$ cat config.mk
export PLATFORM = sky130hd
export DESIGN_NAME = reg_file_param_flat
export DESIGN_NICKNAME = d
export VERILOG_FILES = /design/src/rtl/reg_file_param_if.sv /design/src/rtl/reg_file_param.sv /design/src/flat_wrapper.sv
export SDC_FILE = /design/constraint.sdc
export NUM_CORES = 2
export LEC_CHECK = 0
export CAP_MARGIN = 20
export CORE_AREA = 2 2 400 362
export CTS_CLUSTER_SIZE = 10
export DETAILED_ROUTE_END_ITERATION = 10
export DIE_AREA = 0 0 402 364
export PLACE_DENSITY = 0.64
export SYNTH_ARGS = -nofsm -noshare
export SYNTH_HDL_FRONTEND = slang
export SYNTH_SLANG_ARGS = --single-unit
$ cat constraint.sdc
create_clock -name clk -period 6.11 [get_ports clk]
set_input_delay 1.5275 -clock clk [delete_from_list [all_inputs] [get_ports clk]]
set_output_delay 1.5275 -clock clk [all_outputs]
set_load 0.1 [all_outputs]
$ cat src/rtl/reg_file_param_if.sv
// Register-file access bundle: write port, scoreboard issue port and NREAD read ports.
// Signal names match the original flat port list of reg_file_param.
interface reg_file_param_if #(
  parameter int unsigned XLEN  = 32,
  parameter int unsigned NREG  = 32,
  parameter int unsigned NREAD = 2,
  localparam int unsigned AW   = (NREG > 1) ? $clog2(NREG) : 1
);
  logic                   wEn;
  logic [AW-1:0]          rd;
  logic [XLEN-1:0]        data;
  logic [NREAD*AW-1:0]    rs;
  logic [NREAD*XLEN-1:0]  out;
  logic                   issueEn;
  logic [AW-1:0]          issueRd;
  logic [NREAD-1:0]       busy;

  modport master (
    output wEn, rd, data, rs, issueEn, issueRd,
    input  out, busy
  );

  modport slave (
    input  wEn, rd, data, rs, issueEn, issueRd,
    output out, busy
  );
endinterface

$ cat src/rtl/reg_file_param.sv
// Parameterised register file with x0 hardwired to zero and a per-register busy scoreboard.
// Optional macro REGFILE_BYPASS_EN adds combinational write-through on the read ports.
module reg_file_param #(
  parameter int unsigned XLEN  = 32,
  parameter int unsigned NREG  = 32,
  parameter int unsigned NREAD = 2,
  localparam int unsigned AW   = (NREG > 1) ? $clog2(NREG) : 1
) (
  input logic               clk,
  input logic               reset,
  reg_file_param_if.slave   bus
);

  localparam logic [AW:0] NREG_W = NREG[AW:0];

  logic [XLEN-1:0] regs [NREG];
  logic [NREG-1:0] busy_q;
  logic            wr_ok;
  logic            iss_ok;

  function automatic logic idx_valid(input logic [AW-1:0] idx);
    return (idx != '0) && ({1'b0, idx} < NREG_W);
  endfunction

  assign wr_ok  = bus.wEn     && idx_valid(bus.rd);
  assign iss_ok = bus.issueEn && idx_valid(bus.issueRd);

  // Issue is applied after the write clear so a same-index collision leaves the bit set.
  always_ff @(posedge clk) begin
    if (reset) begin
      for (int unsigned i = 0; i < NREG; i++) begin
        regs[i] <= '0;
      end
      busy_q <= '0;
    end else begin
      if (wr_ok) begin
        regs[bus.rd]   <= bus.data;
        busy_q[bus.rd] <= 1'b0;
      end
      if (iss_ok) begin
        busy_q[bus.issueRd] <= 1'b1;
      end
    end
  end

  always_comb begin
    logic [AW-1:0] idx;
    bus.out  = '0;
    bus.busy = '0;
    idx      = '0;
    for (int unsigned i = 0; i < NREAD; i++) begin
      idx = bus.rs[i*AW +: AW];
      if (idx_valid(idx)) begin
        bus.out[i*XLEN +: XLEN] = regs[idx];
        bus.busy[i]             = busy_q[idx];
`ifdef REGFILE_BYPASS_EN
        // Write-through is suppressed under reset so outputs stay zero while reset is held.
        if (!reset && wr_ok && (idx == bus.rd)) begin
          bus.out[i*XLEN +: XLEN] = bus.data;
        end
`else
`endif
      end
    end
  end

endmodule

$ cat src/flat_wrapper.sv
// flat-port wrapper written by rule: the top's interface ports become plain ports
module reg_file_param_flat 
#(
  parameter int unsigned XLEN  = 32,
  parameter int unsigned NREG  = 32,
  parameter int unsigned NREAD = 2,
  localparam int unsigned AW   = (NREG > 1) ? $clog2(NREG) : 1
)
  (clk, reset, bus_wEn, bus_rd, bus_data, bus_rs, bus_issueEn, bus_issueRd, bus_out, bus_busy);
  reg_file_param_if #(.XLEN(XLEN), .NREG(NREG), .NREAD(NREAD)) bus_i ();
  input logic clk;
  input logic reset;
  input wire logic [$bits(bus_i.wEn)-1:0] bus_wEn;
  input wire logic [$bits(bus_i.rd)-1:0] bus_rd;
  input wire logic [$bits(bus_i.data)-1:0] bus_data;
  input wire logic [$bits(bus_i.rs)-1:0] bus_rs;
  input wire logic [$bits(bus_i.issueEn)-1:0] bus_issueEn;
  input wire logic [$bits(bus_i.issueRd)-1:0] bus_issueRd;
  output wire logic [$bits(bus_i.out)-1:0] bus_out;
  output wire logic [$bits(bus_i.busy)-1:0] bus_busy;
  assign bus_i.wEn = bus_wEn;
  assign bus_i.rd = bus_rd;
  assign bus_i.data = bus_data;
  assign bus_i.rs = bus_rs;
  assign bus_i.issueEn = bus_issueEn;
  assign bus_i.issueRd = bus_issueRd;
  assign bus_out = bus_i.out;
  assign bus_busy = bus_i.busy;
  reg_file_param #(.XLEN(XLEN), .NREG(NREG), .NREAD(NREAD)) u_core (.clk(clk), .reset(reset), .bus(bus_i));
endmodule
==> results.yml <==
die:
  start_util: 0.396
  die_x_um: 402
  dieHeight_um: 364
  pin_count: 122
  die_area_mm2: 0.146
  row_count: 132
  fp.coreArea_mm2: 0.143
synthesis:
  syn_inst: 3993
  ys_types: 51
  netlist_area_mm2: 0.0565
  synth_compound_area_frac: 0.0573
  synth_top_area_frac: 0.544
  synthXorXnorAreaFrac: 0
  synth-edff-count: 1024
  yosysMostFrequentCell: "edfxtp_1"
  synthSimpleGateAreaFrac: 0.136
  yosys.area.top_type: "edfxtp_1"
  synth_top_family_by_area: "multiplexers"
  synth-main-ff-cell: "edfxtp_1"
  synthAdderAreaFrac: 0
  synth-seq-area-share: 0.556
  synth_warnings: 0
  synth.area.top_cells: "edfxtp_1 54%, mux4_2 14%, and2_1 11%, mux2i_1 5.8%, clkbuf_1 2.0%"
  synth-seq-cells: 1056
  synth.area.mux_share: 0.216
  synth_async_sr_flop_share: 0
  synthTopCellsByCount: "1,024 x edfxtp_1, 994 x and2_1, 363 x mux4_2, 328 x mux2i_1, 307 x clkbuf_1"
  syn_area_per_cell_um2: 14.1
detailed_routing:
  drt-total-wl_mm: 203
  drt_iter0_drc: 5955
  routedWlPerCell_um: 33.8
  viasPerCell: 6.35
  dr.pass1.iters: 5
  final_antenna_net_count: 0
  drcViolationCount: 0
  vias: 38078
timing:
  layout_setup_ws_ns: 0.112
  slew-limit-headroom: 0.228
  fmax_mhz: 167
  hold_viol: 0
  setup_violations: 0
  grt_setup_unrepaired: "false"
  fin_crit_ns: 6.00
  fin_crit_sh: 0.982
  slew_violations: 0
  worstMarginPinSlew_ns: 1.16
  finClkSkew_ns: 0
global_route:
  overflow: 0
  grt_antenna_before_repair: 22
  grt_pass1_wl_mm: 284
  grtUsageTotal: 0.273
  first_global_vias: 37573
  grt_max_degree: 67
hold_path:
  hold_end: "u_core.busy_q[16]"
  holdCritStartpoint: "u_core.busy_q[16]"
  holdCritPathClass: "reg2reg"
  min_path_cells: 2
placement:
  placement.io_buffers: 121
  gp_congestion: 0.974
  hpwl_mm: 125
  postPlaceCellArea_mm2: 0.0618
  dp_slack_ns: 0.192
cells_and_area:
  postLayoutCellArea_mm2: 0.0652
  fillerInstances: 12375
  syn2layout_area_growth_pct: 15.4
  drive_gt1_frac: 0.250
  finalNetCount: 4133
  multi_input_area_mm2: 0.0239
  seqCellArea_mm2: 0.0314
setup_path:
  reg2reg_from: "u_core.busy_q[19]"
  arrival_ns: 4.47
  rr_endpoint: "u_core.busy_q[19]"
  critPathMaxFanout: 41
  r2r_slack_ns: 5.38
  start_kind: "input port"
  crit_required_ns: 4.58
  r2r_cells: 2
  worst_setup_path_end_kind: "output pin"
  critical_path_class: "in2out"
run_status:
  status: "complete, no violations"
clock_network:
  post_cts_buffers: 0
  holdBufCountCts: 0
  tritoncts: "done"
  path_clk_slew_ns: 0.06
  clkLatencyLatePin_ns: 0.73
  cts_max_path_buffers: 3
  cts_resized: 0
  cts_root_buffer: "clkbuf_16"
  htree_levels: 3
  cts.sinks: 1056
  cts_buffers: 117
job:
  maxCapViolCount: 0
power:
  p_leak_nw: 22.8
  peakVddDrop_v: 0.000249
  cellPowerDensity_mw_per_mm2: 275
## metal layers
metal	global-route usage	up-vias	part of all wire
met1	0.367	19433	0.38
met3	0.0806	495	0.13
met2	0.407	2757	0.44
li1	-	15385	-
met5	0	-	0.00020
met4	0.128	8	0.050
## flip-flops by register name, indices dropped and copies added (netlist names)
register and flops:
u_core.regs 1024, u_core.busy_q 32
## final cells by class
cell class / instances / area share
clock buffer: 149 / 0.0477
antenna: 7 / 0.000269
multi-input combinational: 2511 / 0.367
tap: 1876 / 0.0360
inverter: 32 / 0.00186
timing repair buffer: 359 / 0.0650
clock inverter: 7 / 0.00102
sequential: 1056 / 0.482
## power breakdown
group | internal (W) | total (W) | switching (W)
Clock | 0.00349 | 0.00634 | 0.00285
Combinational | 0.00113 | 0.00302 | 0.00189
Sequential | 0.00835 | 0.00857 | 0.000218
## placed cells by master, fill, tap and decap left out, drive strengths merged, types with 3 or more instances in the layout
cell type and count:
diode 7, clkbuf 152, a311oi 33, edfxtp 1024, or3b 4, mux2i 328
nand3 8, a211oi 66, a221oi 47, a32o 6, inv 32, nor3b 5
dfxtp 32, nor2b 39, o221ai 66, nand4 35, nor2 37, o22ai 16
nand4b 5, clkdlybuf4s50 44, o2111ai 19, a22oi 66, conb 32, and2 996
nand2 140, mux2 66, nand3b 3, mux4 363, clkinv 6, a21oi 35
nor3 7, o21ai 64, and3b 4, buf 312, a21o 9
## kinds of logic (layout without fill, tap and decap cells)
logic type	Yosys count	count (layout)
other cells	1	39
mux	757	757
flops	1056	1056
buf+inv	457	547
simple gates	1293	1293
compound gates	429	429
## worst max-delay path by stage
stage,cells after the start,slack (ns),startpoint,endpoint
after floorplan,8,-0.32,bus_rs[1],bus_out[0]
after global placement,8,0.18,bus_rs[5],bus_out[45]
after detailed placement,8,0.19,bus_rs[5],bus_out[45]
after CTS,8,0.18,bus_rs[5],bus_out[45]
after global routing,8,0.12,bus_rs[5],bus_out[45]
final,8,0.11,bus_rs[5],bus_out[45]
## critical path, stage by stage
cell,delay [ns]
buf_8,0.40
buf_4,0.42
mux4_2,0.53
mux2_2,0.27
a221oi_1,0.65
buf_4,0.23
a211oi_2,0.09
buf_12,0.22
## stage by stage
step / power, W / setup TNS (ns) / utilization / hold WS (ns) / cells
after CTS: 0.0179 / 0 / 0.455 / 0.489 / 5978
after global routing: 0.0183 / 0 / 0.457 / 0.508 / 5990
after floorplan: 0.0104 / -0.321 / - / 0.452 / 4024
after global placement: 0.0116 / 0 / 0.432 / 0.474 / 5819
final: 0.0179 / 0 / 0.457 / 0.489 / 5997
after detailed placement: 0.0116 / 0 / 0.433 / 0.477 / 5822
No activity file was read; power rests on OpenSTA's default activity.
